## src/rtl/load_queue.sv

```systemverilog
// ============================================================================
// load_queue : in-order load FIFO between LSU issue and the load pipeline.
// The head is held back while its store collision is outstanding.
// Optional same-cycle bypass when empty: define LQ_BYPASS_EN.
// Revision: 1.0
// ============================================================================
`default_nettype none

package load_queue_pkg;
  localparam int SQ_DEPTH      = 4;
  localparam int LOG2_SQ_DEPTH = $clog2(SQ_DEPTH);

  typedef struct packed {
    logic [7:0]               id;
    logic                     is_amo;
    logic [1:0]               size;
    logic                     store_collision;
    logic [LOG2_SQ_DEPTH-1:0] sq_index;
  } lq_entry_t;

  typedef struct packed {
    logic [31:0] addr;
    logic [1:0]  subunit;
    logic        discard;
  } addr_entry_t;
endpackage

module load_queue
  import load_queue_pkg::*;
#(
  parameter int LQ_DEPTH = 4
) (
  input  logic                          clk,
  input  logic                          rst_n,
  input  logic                          flush,
  input  logic                          push,
  input  logic [$bits(lq_entry_t)-1:0]   push_entry,
  input  logic [$bits(addr_entry_t)-1:0] push_addr,
  output logic                          full,
  input  logic                          sq_retire,
  input  logic [LOG2_SQ_DEPTH-1:0]      sq_retire_idx,
  output logic                          lq_valid,
  output logic [$bits(lq_entry_t)-1:0]   lq_entry,
  output logic [$bits(addr_entry_t)-1:0] lq_addr,
  input  logic                          lq_ack,
  output logic                          empty
);

  localparam int LOG2_LQ = $clog2(LQ_DEPTH);

  lq_entry_t             entry_q [LQ_DEPTH];
  addr_entry_t           addr_q  [LQ_DEPTH];
  logic [LQ_DEPTH-1:0]   blocked_q, blocked_d;
  logic [LOG2_LQ-1:0]    rd_ptr_q, rd_ptr_d;
  logic [LOG2_LQ-1:0]    wr_ptr_q, wr_ptr_d;
  logic [LOG2_LQ:0]      count_q, count_d;

  lq_entry_t   push_e;
  addr_entry_t push_a;
  logic        head_ok;
  logic        bypass;
  logic        pop;
  logic        push_acc;
  logic        push_blocked;

  assign push_e = push_entry;
  assign push_a = push_addr;

  assign full    = (count_q == (LOG2_LQ+1)'(LQ_DEPTH));
  assign empty   = (count_q == '0);
  assign head_ok = !empty && !blocked_q[rd_ptr_q];

`ifdef LQ_BYPASS_EN
  assign bypass = empty && push && !push_e.store_collision && !flush;
`else
  assign bypass = 1'b0;
`endif

  assign lq_valid = head_ok || bypass;
  assign pop      = lq_ack && head_ok && !flush;
  // A bypassed load that is acked in the same cycle never occupies a slot.
  assign push_acc = push && !flush && (!full || pop) && !(bypass && lq_ack);
  assign push_blocked = push_e.store_collision &&
                        !(sq_retire && (sq_retire_idx == push_e.sq_index));

  always_comb begin
    blocked_d = blocked_q;
    rd_ptr_d  = rd_ptr_q;
    wr_ptr_d  = wr_ptr_q;
    for (int i = 0; i < LQ_DEPTH; i++) begin
      if (sq_retire && (entry_q[i].sq_index == sq_retire_idx)) begin
        blocked_d[i] = 1'b0;
      end
    end
    if (push_acc) begin
      blocked_d[wr_ptr_q] = push_blocked;
      wr_ptr_d            = wr_ptr_q + 1'b1;
    end
    if (pop) begin
      rd_ptr_d = rd_ptr_q + 1'b1;
    end
    count_d = count_q + (LOG2_LQ+1)'(push_acc) - (LOG2_LQ+1)'(pop);
    if (flush) begin
      blocked_d = '0;
      rd_ptr_d  = '0;
      wr_ptr_d  = '0;
      count_d   = '0;
    end
  end

  always_ff @(posedge clk or negedge rst_n) begin
    if (!rst_n) begin
      blocked_q <= '0;
      rd_ptr_q  <= '0;
      wr_ptr_q  <= '0;
      count_q   <= '0;
    end else begin
      blocked_q <= blocked_d;
      rd_ptr_q  <= rd_ptr_d;
      wr_ptr_q  <= wr_ptr_d;
      count_q   <= count_d;
    end
  end

  always_ff @(posedge clk) begin
    if (push_acc) begin
      entry_q[wr_ptr_q] <= push_e;
      addr_q[wr_ptr_q]  <= push_a;
    end
  end

  always_comb begin
    lq_entry = '0;
    lq_addr  = '0;
    if (bypass) begin
      lq_entry = push_entry;
      lq_addr  = push_addr;
    end else if (head_ok) begin
      lq_entry = entry_q[rd_ptr_q];
      lq_addr  = addr_q[rd_ptr_q];
    end
  end

  a_no_overflow : assert property (@(posedge clk) disable iff (!rst_n)
    !(push && full && !lq_ack && !flush))
    else $warning("load_queue: push while full dropped");

endmodule

`default_nettype wire

```

## config.mk

```make
export PLATFORM = sky130hd
export DESIGN_NAME = load_queue
export DESIGN_NICKNAME = d
export VERILOG_FILES = /design/src/rtl/load_queue.sv
export SDC_FILE = /design/constraint.sdc
export NUM_CORES = 1
export LEC_CHECK = 0
export CORE_ASPECT_RATIO = 1.1
export CORE_MARGIN = 1.5
export CORE_UTILIZATION = 53
export CTS_CLUSTER_DIAMETER = 150
export DETAILED_ROUTE_END_ITERATION = 16
export DONT_BUFFER_PORTS = 1
export HOLD_SLACK_MARGIN = 0.15
export PLACE_DENSITY_LB_ADDON = 0.3
export SYNTH_ARGS = -nofsm -noshare
export SYNTH_HDL_FRONTEND = slang
export SYNTH_SLANG_ARGS = --single-unit
```

## constraint.sdc

```tcl
create_clock -name clk -period 8.8 [get_ports clk]
set_input_delay 1.76 -clock clk [delete_from_list [all_inputs] [get_ports clk]]
set_output_delay 1.76 -clock clk [all_outputs]
set_load 0.05 [all_outputs]
```

==> results.py <==
metrics = {
    "yosys": {
        "yosysMostFrequentCell": "edfxtp_1",
        "synth-seq-cells": 207,
        "ys_async_sr_fraction_pct": 5.31,
        "yosys_warnings": 0,
        "syn_avg_cell_area_sq_um": 20.7,
        "synth_edf_count": 196,
        "ys_top_cells_by_area": "edfxtp_1, mux4_2, and2_1",
        "synth_area_leader_cell": "edfxtp_1",
        "syn_inst": 394,
        "yosys.cell_types.count": 25,
        "syn-num-nets": 458,
        "synthTopCellsByCount": "edfxtp_1, mux4_2, and2_1",
        "netlist_area_sq_um": 8170,
        "synth_ff_type": "edfxtp_1",
        "synth_top_area_share_pct": 72.0,
        "ys_seq_area_share_pct": 75.4,
    },
    "setup_path": {
        "reg2reg_from": "rd_ptr_q[1]",
        "r2r_slack_ns": 5.35,
        "criticalPathCategory": "register to primary output",
        "reg2regPathDepth": 6,
        "cp_common_cell": "buf_4",
        "path_delay_family": "buffers and inverters",
        "regToRegEndpoint": "entry_q[1][4]",
        "cp_slowest_stage_delay_ns": 0.61,
        "cp_slowest_cell": "buf_4",
        "startpoint_type": "register",
        "crit_chain": "buf_4 > mux4_2 > nor2_4 > buf_4 > and2_1",
        "cp.required_ns": 7.04,
        "arrival_ns": 3.32,
        "end_kind": "primary output",
        "critPathBufInv": 2,
        "worstPathMaxFanout": 51,
    },
    "floorplan": {
        "core_sq_um": 15100,
        "start_util_pct": 54.3,
        "dieWidth_microns": 121,
        "ios": 109,
        "die_h_microns": 133,
        "die-area_sq_um": 16200,
        "rows": 47,
    },
    "clocking": {
        "clkSinkCount": 207,
        "root_buffer": "clkbuf_16",
        "clockBufferDepth": 3,
        "holdBufCountCts": 0,
        "ctsResizeCount": 0,
        "cts_htree_levels": 1,
        "cts_setup_buffers": 0,
        "cts_buffers": 21,
        "clk-insertion-delay-late_ns": 0.49,
        "clk_pin_slew_ns": 0.06,
        "cts_tree": "done",
    },
    "sta": {
        "worst_pin_slew_ns": 0.994,
        "fin_crit_sh_pct": 57.7,
        "rsz0062_at_grt": "no",
        "whs_ns": 0.562,
        "finalHoldViolCount": 0,
        "fin_crit_ns": 5.08,
        "slew_headroom_pct": 33.7,
        "fin_tns_setup_ns": 0,
        "max_freq_mhz": 197,
        "finalMaxSlewViolations": 0,
        "skew_ns": 0.00841,
        "setup_viol": 0,
    },
    "routing": {
        "final_antenna_net_count": 0,
        "totalWireLength_microns": 14000,
        "dr_total_vias": 3561,
        "drc": 0,
        "drt_first_pass_iters": 6,
        "wire_per_inst_microns": 22.8,
        "vias_per_cell": 5.79,
        "drt-initial-drc-count": 244,
    },
    "placement": {
        "dp_hpwl_microns": 8080,
        "gp_congestion": 0.751,
        "io_buffers": 0,
    },
    "grt": {
        "antenna_found_initial": 0,
        "grt_usage_pct": 18.0,
        "grt_pass1_wl_microns": 21800,
        "grt_max_degree": 52,
        "grt_pass1_vias": 3871,
        "overflow": 0,
    },
    "flow_run": {
        "cap_violations": 0,
    },
    "finish": {
        "layout-drive-gt1-share_pct": 24.1,
        "syn_to_final_growth_pct": 10.8,
        "n_antenna_cell": 0,
        "final_core_util_pct": 60.1,
        "layout.nets": 469,
    },
    "pwr": {
        "p_leak_nw": 2.89,
        "cellPowerDensity_nw_per_um2": 346,
        "peakVddDrop_v": 0.000196,
        "finalPower_mw": 3.13,
    },
    "min_path": {
        "holdPathStages": 1,
        "hold_path.startpoint": "wr_ptr_q[0]",
        "min_path_type": "register to register",
        "holdPathEnd": "wr_ptr_q[0]",
    },
    "outcome": {
        "status": "completed",
    },
}
[placed cells by master (no fill, tap or decap)]
cell type / netlist / final
edfxtp_1: 196 / 196
mux4_2: 50 / 50
and2_1: 49 / 49
clkbuf_16: 0 / 21
xnor2_1: 13 / 13
inv_1: 14 / 10
dfrtp_1: 11 / 9
buf_4: 0 / 8
nor2_1: 8 / 7
ha_1: 6 / 6
a311oi_1: 5 / 5
mux2_2: 5 / 5
clkbuf_1: 17 / 5
o21ai_0: 4 / 4
inv_2: 0 / 4
clkinv_2: 0 / 4
clkinv_1: 0 / 4
nor3_1: 3 / 2
nor3b_2: 0 / 1
nor3_2: 0 / 1
nor2_4: 0 / 1
nor4_1: 1 / 1
nand2b_1: 1 / 1
nor4_4: 1 / 1
nor2b_1: 1 / 1
xor2_1: 1 / 1
or3_1: 1 / 1
o22ai_1: 1 / 1
nand2_1: 1 / 1
fa_1: 1 / 1
inv_6: 0 / 1
bufinv_16: 0 / 1
clkinv_4: 0 / 1
dfrtp_4: 0 / 1
dfrtp_2: 0 / 1
[worst max path at each step]
| stage | start | endpoint | slack [ns] | cells after the start |
|---|---|---|---|---|
| final | rd_ptr_q[1] | lq_entry[0] | 3.72 | 5 |
| after detailed placement | rd_ptr_q[1] | lq_entry[0] | 4.12 | 5 |
| after global placement | rd_ptr_q[1] | lq_entry[6] | 4.14 | 5 |
| after global routing | rd_ptr_q[1] | lq_addr[26] | 3.45 | 5 |
| after floorplan | count_q[1] | lq_entry[10] | 4.01 | 4 |
| after CTS | rd_ptr_q[1] | lq_addr[26] | 3.59 | 5 |
[where the power goes]
part	switching (mW)	internal, mW
combinational	0.808	0.277
sequential	0.0319	1.20
clock	0.345	0.469
[flip-flops by register name, summed over array words and instances (netlist names)]
register and flops:
entry_q 56, rd_ptr_q 2, addr_q 140, count_q 3, wr_ptr_q 2, blocked_q 4
[cell type report]
class                   instances  area, sq um
flip-flops and latches        207         6170
fillers                      1112         6010
multi-input cells             153         1900
clock buffers                  26          544
well taps                     196          245
clock inverters                11         82.6
repair buffers                  8         60.1
inverters                      14         52.6
[per-layer routing]
metal  up-vias  track usage (%)  part of all wire (%)
li1       1579                -                     -
met1      1862             24.2                    41
met2        97             29.5                    50
met3        23             4.84                   6.6
met4         0             4.84                   2.1
met5         -                0                     0
[cells by family after synthesis]
family          Yosys count  share of synthesized area, %
buf+inv                  34                          1.58
xor+xnor                 14                          1.50
compound gates           10                         0.858
fa+ha+maj                 7                          1.16
mux                      55                          14.5
flops                   207                          75.4
simple gates             67                          5.01
[worst register-to-register path, stage by stage (launching register included)]
cell and delay, ns:
dfrtp_2 0.33, buf_4 0.61, mux4_2 0.51, nor4_4 0.37
o21ai_0 0.22, inv_2 0.64, buf_4 0.45
[through the flow]
step                      std cells  cell area, sq um  worst slack (ns)
after CTS                       615              9050              3.59
after floorplan                 394              8170              4.01
after detailed placement        578              8420              4.12
after global routing            615              9050              3.45
after global placement          578              8420              4.14
final                           615              9050              3.72
(Power assumes the default switching activity.)
